$ cat config.mk
export PLATFORM = sky130hd
export DESIGN_NAME = display_scan
export DESIGN_NICKNAME = d
export VERILOG_FILES = /design/src/rtl/display_pkg.sv /design/src/rtl/scan_timer.sv /design/src/rtl/display_scan.sv
export SDC_FILE = /design/constraint.sdc
export NUM_CORES = 1
export LEC_CHECK = 0
export ABC_AREA = 1
export CAP_MARGIN = 10
export CORE_MARGIN = 2
export CORE_UTILIZATION = 35
export DETAILED_ROUTE_END_ITERATION = 10
export PLACE_DENSITY = 0.56
export RECOVER_POWER = 50
export SYNTH_ARGS = -nofsm -noshare
export SYNTH_HDL_FRONTEND = slang
export SYNTH_SLANG_ARGS = --single-unit
$ cat constraint.sdc
create_clock -name clk -period 3.8 [get_ports clk]
set_input_delay 0.57 -clock clk [delete_from_list [all_inputs] [get_ports clk]]
set_output_delay 0.57 -clock clk [all_outputs]
set_load 0.1 [all_outputs]
$ cat src/rtl/display_pkg.sv
// Shared defaults and helpers for the multiplexed display scanner.
package display_pkg;

    localparam int unsigned DEF_N_DIGITS = 4;
    localparam int unsigned DEF_PRESCALE = 1024;
    localparam int unsigned DEF_BLANK    = 16;
    localparam int unsigned MAX_DIGITS   = 8;

    // One-hot common-electrode select for slot i; callers slice to their digit count.
    function automatic logic [MAX_DIGITS-1:0] onehot_sel(input logic [2:0] i);
        return {{(MAX_DIGITS-1){1'b0}}, 1'b1} << i;
    endfunction

endpackage

$ cat src/rtl/scan_timer.sv
// Slot timing: cycle counter within a slot and the slot index, plus blank/frame flags.
module scan_timer
    import display_pkg::*;
#(
    parameter int unsigned N_DIGITS = DEF_N_DIGITS,
    parameter int unsigned PRESCALE = DEF_PRESCALE,
    parameter int unsigned BLANK    = DEF_BLANK
) (
    input  logic                        clk,
    input  logic                        rst_n,
    output logic [$clog2(N_DIGITS)-1:0] slot,
    output logic                        blank_c,
    output logic                        frame_end_c
);

    localparam int unsigned CNT_W = $clog2(PRESCALE);
    localparam int unsigned IDX_W = $clog2(N_DIGITS);

    logic [CNT_W-1:0] cnt;
    logic             cnt_last;
    logic             slot_last;

    assign cnt_last    = (cnt == CNT_W'(PRESCALE - 1));
    assign slot_last   = (slot == IDX_W'(N_DIGITS - 1));
    assign blank_c     = (cnt < CNT_W'(BLANK));
    assign frame_end_c = cnt_last && slot_last;

    always_ff @(posedge clk or negedge rst_n) begin
        if (!rst_n) begin
            cnt  <= '0;
            slot <= '0;
        end else if (cnt_last) begin
            cnt  <= '0;
            slot <= slot_last ? '0 : slot + 1'b1;
        end else begin
            cnt <= cnt + 1'b1;
        end
    end

endmodule

$ cat src/rtl/display_scan.sv
// Multiplexed hex display scanner with frame-synchronous double buffering and leading-zero blanking.
module display_scan
    import display_pkg::*;
#(
    parameter int unsigned N_DIGITS = DEF_N_DIGITS,
    parameter int unsigned PRESCALE = DEF_PRESCALE,
    parameter int unsigned BLANK    = DEF_BLANK
) (
    input  logic                  clk,
    input  logic                  rst_n,
    input  logic                  load,
    input  logic [4*N_DIGITS-1:0] value,
    input  logic [N_DIGITS-1:0]   dots,
    input  logic                  lz_blank,
    output logic [3:0]            tetrade,
    output logic                  dot,
    output logic                  OE,
    output logic [N_DIGITS-1:0]   digit_en,
    output logic                  frame,
    output logic                  pending
);

    localparam int unsigned IDX_W = $clog2(N_DIGITS);

    logic [IDX_W-1:0]      slot;
    logic                  blank_c;
    logic                  frame_end_c;

    logic [4*N_DIGITS-1:0] pend_val;
    logic [N_DIGITS-1:0]   pend_dots;
    logic [4*N_DIGITS-1:0] disp_val;
    logic [N_DIGITS-1:0]   disp_dots;

    logic [3:0]            nib_c;
    logic                  lz_c;
    logic                  lit_c;
    logic [MAX_DIGITS-1:0] sel_c;

    scan_timer #(
        .N_DIGITS (N_DIGITS),
        .PRESCALE (PRESCALE),
        .BLANK    (BLANK)
    ) u_timer (
        .clk         (clk),
        .rst_n       (rst_n),
        .slot        (slot),
        .blank_c     (blank_c),
        .frame_end_c (frame_end_c)
    );

    // A digit is suppressed when it and every more-significant digit are zero with no dot.
    assign nib_c = disp_val[{slot, 2'b00} +: 4];
    assign lz_c  = lz_blank && (slot != '0)
                   && ((disp_val >> {slot, 2'b00}) == '0)
                   && !disp_dots[slot];
    assign lit_c = !blank_c && !lz_c;
    assign sel_c = onehot_sel(3'(slot));

    // Pending buffer; display swaps only at the frame boundary so a frame never tears.
    always_ff @(posedge clk or negedge rst_n) begin
        if (!rst_n) begin
            pend_val  <= '0;
            pend_dots <= '0;
            disp_val  <= '0;
            disp_dots <= '0;
            pending   <= 1'b0;
        end else begin
            if (load) begin
                pend_val  <= value;
                pend_dots <= dots;
            end
            if (frame_end_c) begin
                if (load) begin
                    disp_val  <= value;
                    disp_dots <= dots;
                end else if (pending) begin
                    disp_val  <= pend_val;
                    disp_dots <= pend_dots;
                end
                pending <= 1'b0;
            end else if (load) begin
                pending <= 1'b1;
            end
        end
    end

    always_ff @(posedge clk or negedge rst_n) begin
        if (!rst_n) begin
            tetrade  <= '0;
            dot      <= 1'b0;
            OE       <= 1'b0;
            digit_en <= '0;
            frame    <= 1'b0;
        end else begin
            tetrade  <= nib_c;
            dot      <= disp_dots[slot];
            OE       <= lit_c;
            digit_en <= lit_c ? sel_c[N_DIGITS-1:0] : '0;
            frame    <= frame_end_c;
        end
    end

endmodule

==> out/metrics.cfg <==
[floorplan]
fp.dieH_um=93.1
ios=36
die_area_um2=8660
initial_core_util_pct=36.1
core_um2=7690
die_x_um=93.1
rows=32

[hold_path]
whs_endpoint=pend_val[4]
hold_path_class=flop to flop
min-delay-start=pend_val[4]
whs_path_depth=2

[worst_setup_path]
crit_type=flop to flop
critPathMaxFanout=21
slowest_delay_ns=0.58
critPathLaunchType=flop
path_cells=ha_1 -> nand3_1 -> nor2_1 -> nand2_1 -> nor3_4 -> nand2_1 -> nand2_1 -> nand2_1
reg2reg_slack_ns=1.21
r2r_start=u_timer.cnt[0]
cp.arrival_ns=2.81
critical_path_required_ns=4.02
reg2reg_to=disp_dots[2]
slowest_stage=nor3_4
crit_path_end_kind=flop
reg2reg_depth=8
cpMostUsedCell=nand2_1

[timing]
max_clock_freq_mhz=387
relSlewSlack_pct=-42.5
holdWs_ns=0.472
slew_violations=42
fin_crit_sh_pct=68.0
tightest_slew_ns=2.14
hold_viol_final=0
fin_setup_tns_ns=0
fin_ws_ns=1.21
period_minus_slack_ns=2.59
rsz0062_at_grt=false
finalSetupViolCount=0
fin_worst_skew_ns=0.00565

[drt]
wl_met1_um=2790
wl_met2_um=2160
wl_met3_um=218
drt_pre_antenna_iters=4
drc=0
drt-initial-drc-count=91
maxUsedRoutingLayer=met4
vias=2080
ant_nets=0
wirelength_um=5270
viasPerCell=4.40
wl_per_cell_um=11.1

[global_route]
grt_pass1_vias=1988
grt_max_degree=42
grt_use_total_pct=13.8
grt_overflow_total=0
grt_antenna_before_repair=0
grt_pass1_wl_um=9230

[clock_tree]
clkTransAtPathRegs_ns=0.07
ctsResizeCount=0
cts_buffers=9
clk_path_buf_depth=2
cts_tree=done
root_buffer=clkbuf_8
cts.sinks=64
htree_levels=3
post_cts_buffers=0
clock_latency_ns=0.34
hold_buffers=0

[placed_design]
post-place-ws_ns=1.01
dp_cells=457
gp_congestion=0.834
dpl.hpwl_um=3740
io_buffers=35

[synth]
synth_top_family_by_area=simple AND/OR/NAND/NOR gates
ys_ff_latch=64
syn_area_um2=2780
ys_seq_area_share_pct=57.7
synth-compound-area-share_pct=1.98
synthesis.nets=358
ys_types=26
synthAdderAreaFrac_pct=2.25
synth_cells=329
synth_area_per_cell_um2=8.44
yosys.area_share.xor_xnor_pct=1.89
muxShareOfSynthArea_pct=0
ys_warn_count=0
synth-simple-area-share_pct=30.7

[flow_run]
maxCapViolations=1

[cells_and_area]
syn2layout_area_growth_pct=22.5
antenna_cells=0
nNetsFinal=395
drive_gt1_share_pct=5.39
seqCellArea_um2=1600
final_cells=473
multi_input_area_um2=1010
nFillCells=796
final_common_cell=nand2_1
mostFrequentLayoutCells=148 x nand2_1, 64 x dfrtp_1, 34 x clkdlybuf4s50_1

[power]
powerDensity_nw_per_um2=399
p_leak_nw=1.78
finalPower_w=0.00136
ir_worst_vdd_mv=0.215

[outcome]
violations=capacitance limit, slew limit
status=finished, violations left

-- report_power, final --
group | internal [W] | leakage (nW) | switching (W)
sequential | 0.000700 | 0.828 | 0.00000471
combinational | 0.0000300 | 0.850 | 0.0000386
clock | 0.000337 | 0.103 | 0.000248
total | 0.00107 | 1.78 | 0.000291
-- per-layer routing --
metal,track usage (%),vias up
met5,0,-
met4,6.25,0
met3,3.71,6
met2,20.0,38
met1,19.4,946
li1,-,1090
-- cell families after synthesis --
| kind of cell | count (synthesis) |
|---|---|
| and+or+nand+nor | 206 |
| buffers and inverters | 37 |
| xor gates and xnor gates | 6 |
| AOI/OAI and AO/OA | 11 |
| adders and majority gates | 5 |
| DFF | 64 |
-- worst max path at each step --
stage	start	end	slack, ns
after global placement	load	disp_val[4]	1.07
after CTS	u_timer.slot[0]	disp_dots[2]	1.14
after global routing	u_timer.cnt[0]	disp_dots[1]	0.79
after detailed placement	load	disp_dots[2]	1.01
after floorplan	pending	pending	2.12
final	u_timer.cnt[0]	disp_dots[2]	1.21
-- metrics by stage --
step | instance area [µm²] | util, %
5_1_grt | 3400 | 44.3
4_1_cts | 3410 | 44.4
6_report | 3400 | 44.3
2_1_floorplan | 2780 | -
3_5_place_dp | 3210 | 41.8
3_3_place_gp | 3210 | 41.8
-- sequential cells by signal (all words and copies together) (netlist names) --
| register | cells |
|---|---|
| u_timer.cnt | 10 |
| tetrade | 4 |
| pend_val | 16 |
| u_timer.slot | 2 |
| OE | 1 |
| disp_val | 16 |
| disp_dots | 4 |
| dot | 1 |
| pending | 1 |
| frame | 1 |
| pend_dots | 4 |
| digit_en | 4 |
-- area by class of cell --
| type | count | share of cell area [%] |
|---|---|---|
| repair buffers | 38 | 10.8 |
| well taps | 102 | 3.75 |
| multi-input cells | 228 | 29.8 |
| inverters | 25 | 2.76 |
| clock buffers | 13 | 4.67 |
| clock inverters | 3 | 1.18 |
| flip-flops and latches | 64 | 47.1 |
-- cells in the mapped netlist --
library cell / n / area share [%]
nand4_1: 1 / 0.23
and2_1: 1 / 0.23
inv_2: 2 / 0.27
nand3_1: 29 / 5.2
or2_0: 1 / 0.23
a21oi_1: 5 / 0.90
nor2_2: 1 / 0.23
nor2_1: 19 / 2.6
o21ai_0: 5 / 0.90
nor3_1: 1 / 0.18
xor2_1: 5 / 1.6
buf_2: 4 / 0.72
dfrtp_1: 64 / 58
nand2_1: 147 / 20
buf_4: 2 / 0.54
nand3_2: 1 / 0.36
ha_1: 5 / 2.3
or2_1: 1 / 0.23
nor3_4: 1 / 0.59
nor3_2: 1 / 0.36
nand2_2: 1 / 0.23
xnor2_1: 1 / 0.32
inv_1: 23 / 3.1
o21ai_1: 1 / 0.18
clkbuf_1: 6 / 0.81
nor4_1: 1 / 0.23
-- worst max-delay path, delay by kind of cell (launching register included) --
family	cells	cell delay, ns
adder cells (fa/ha/maj)	1	0.20
flip-flops	1	0.37
AND/OR/NAND/NOR	7	1.90
No activity file was read; power rests on OpenSTA's default activity.
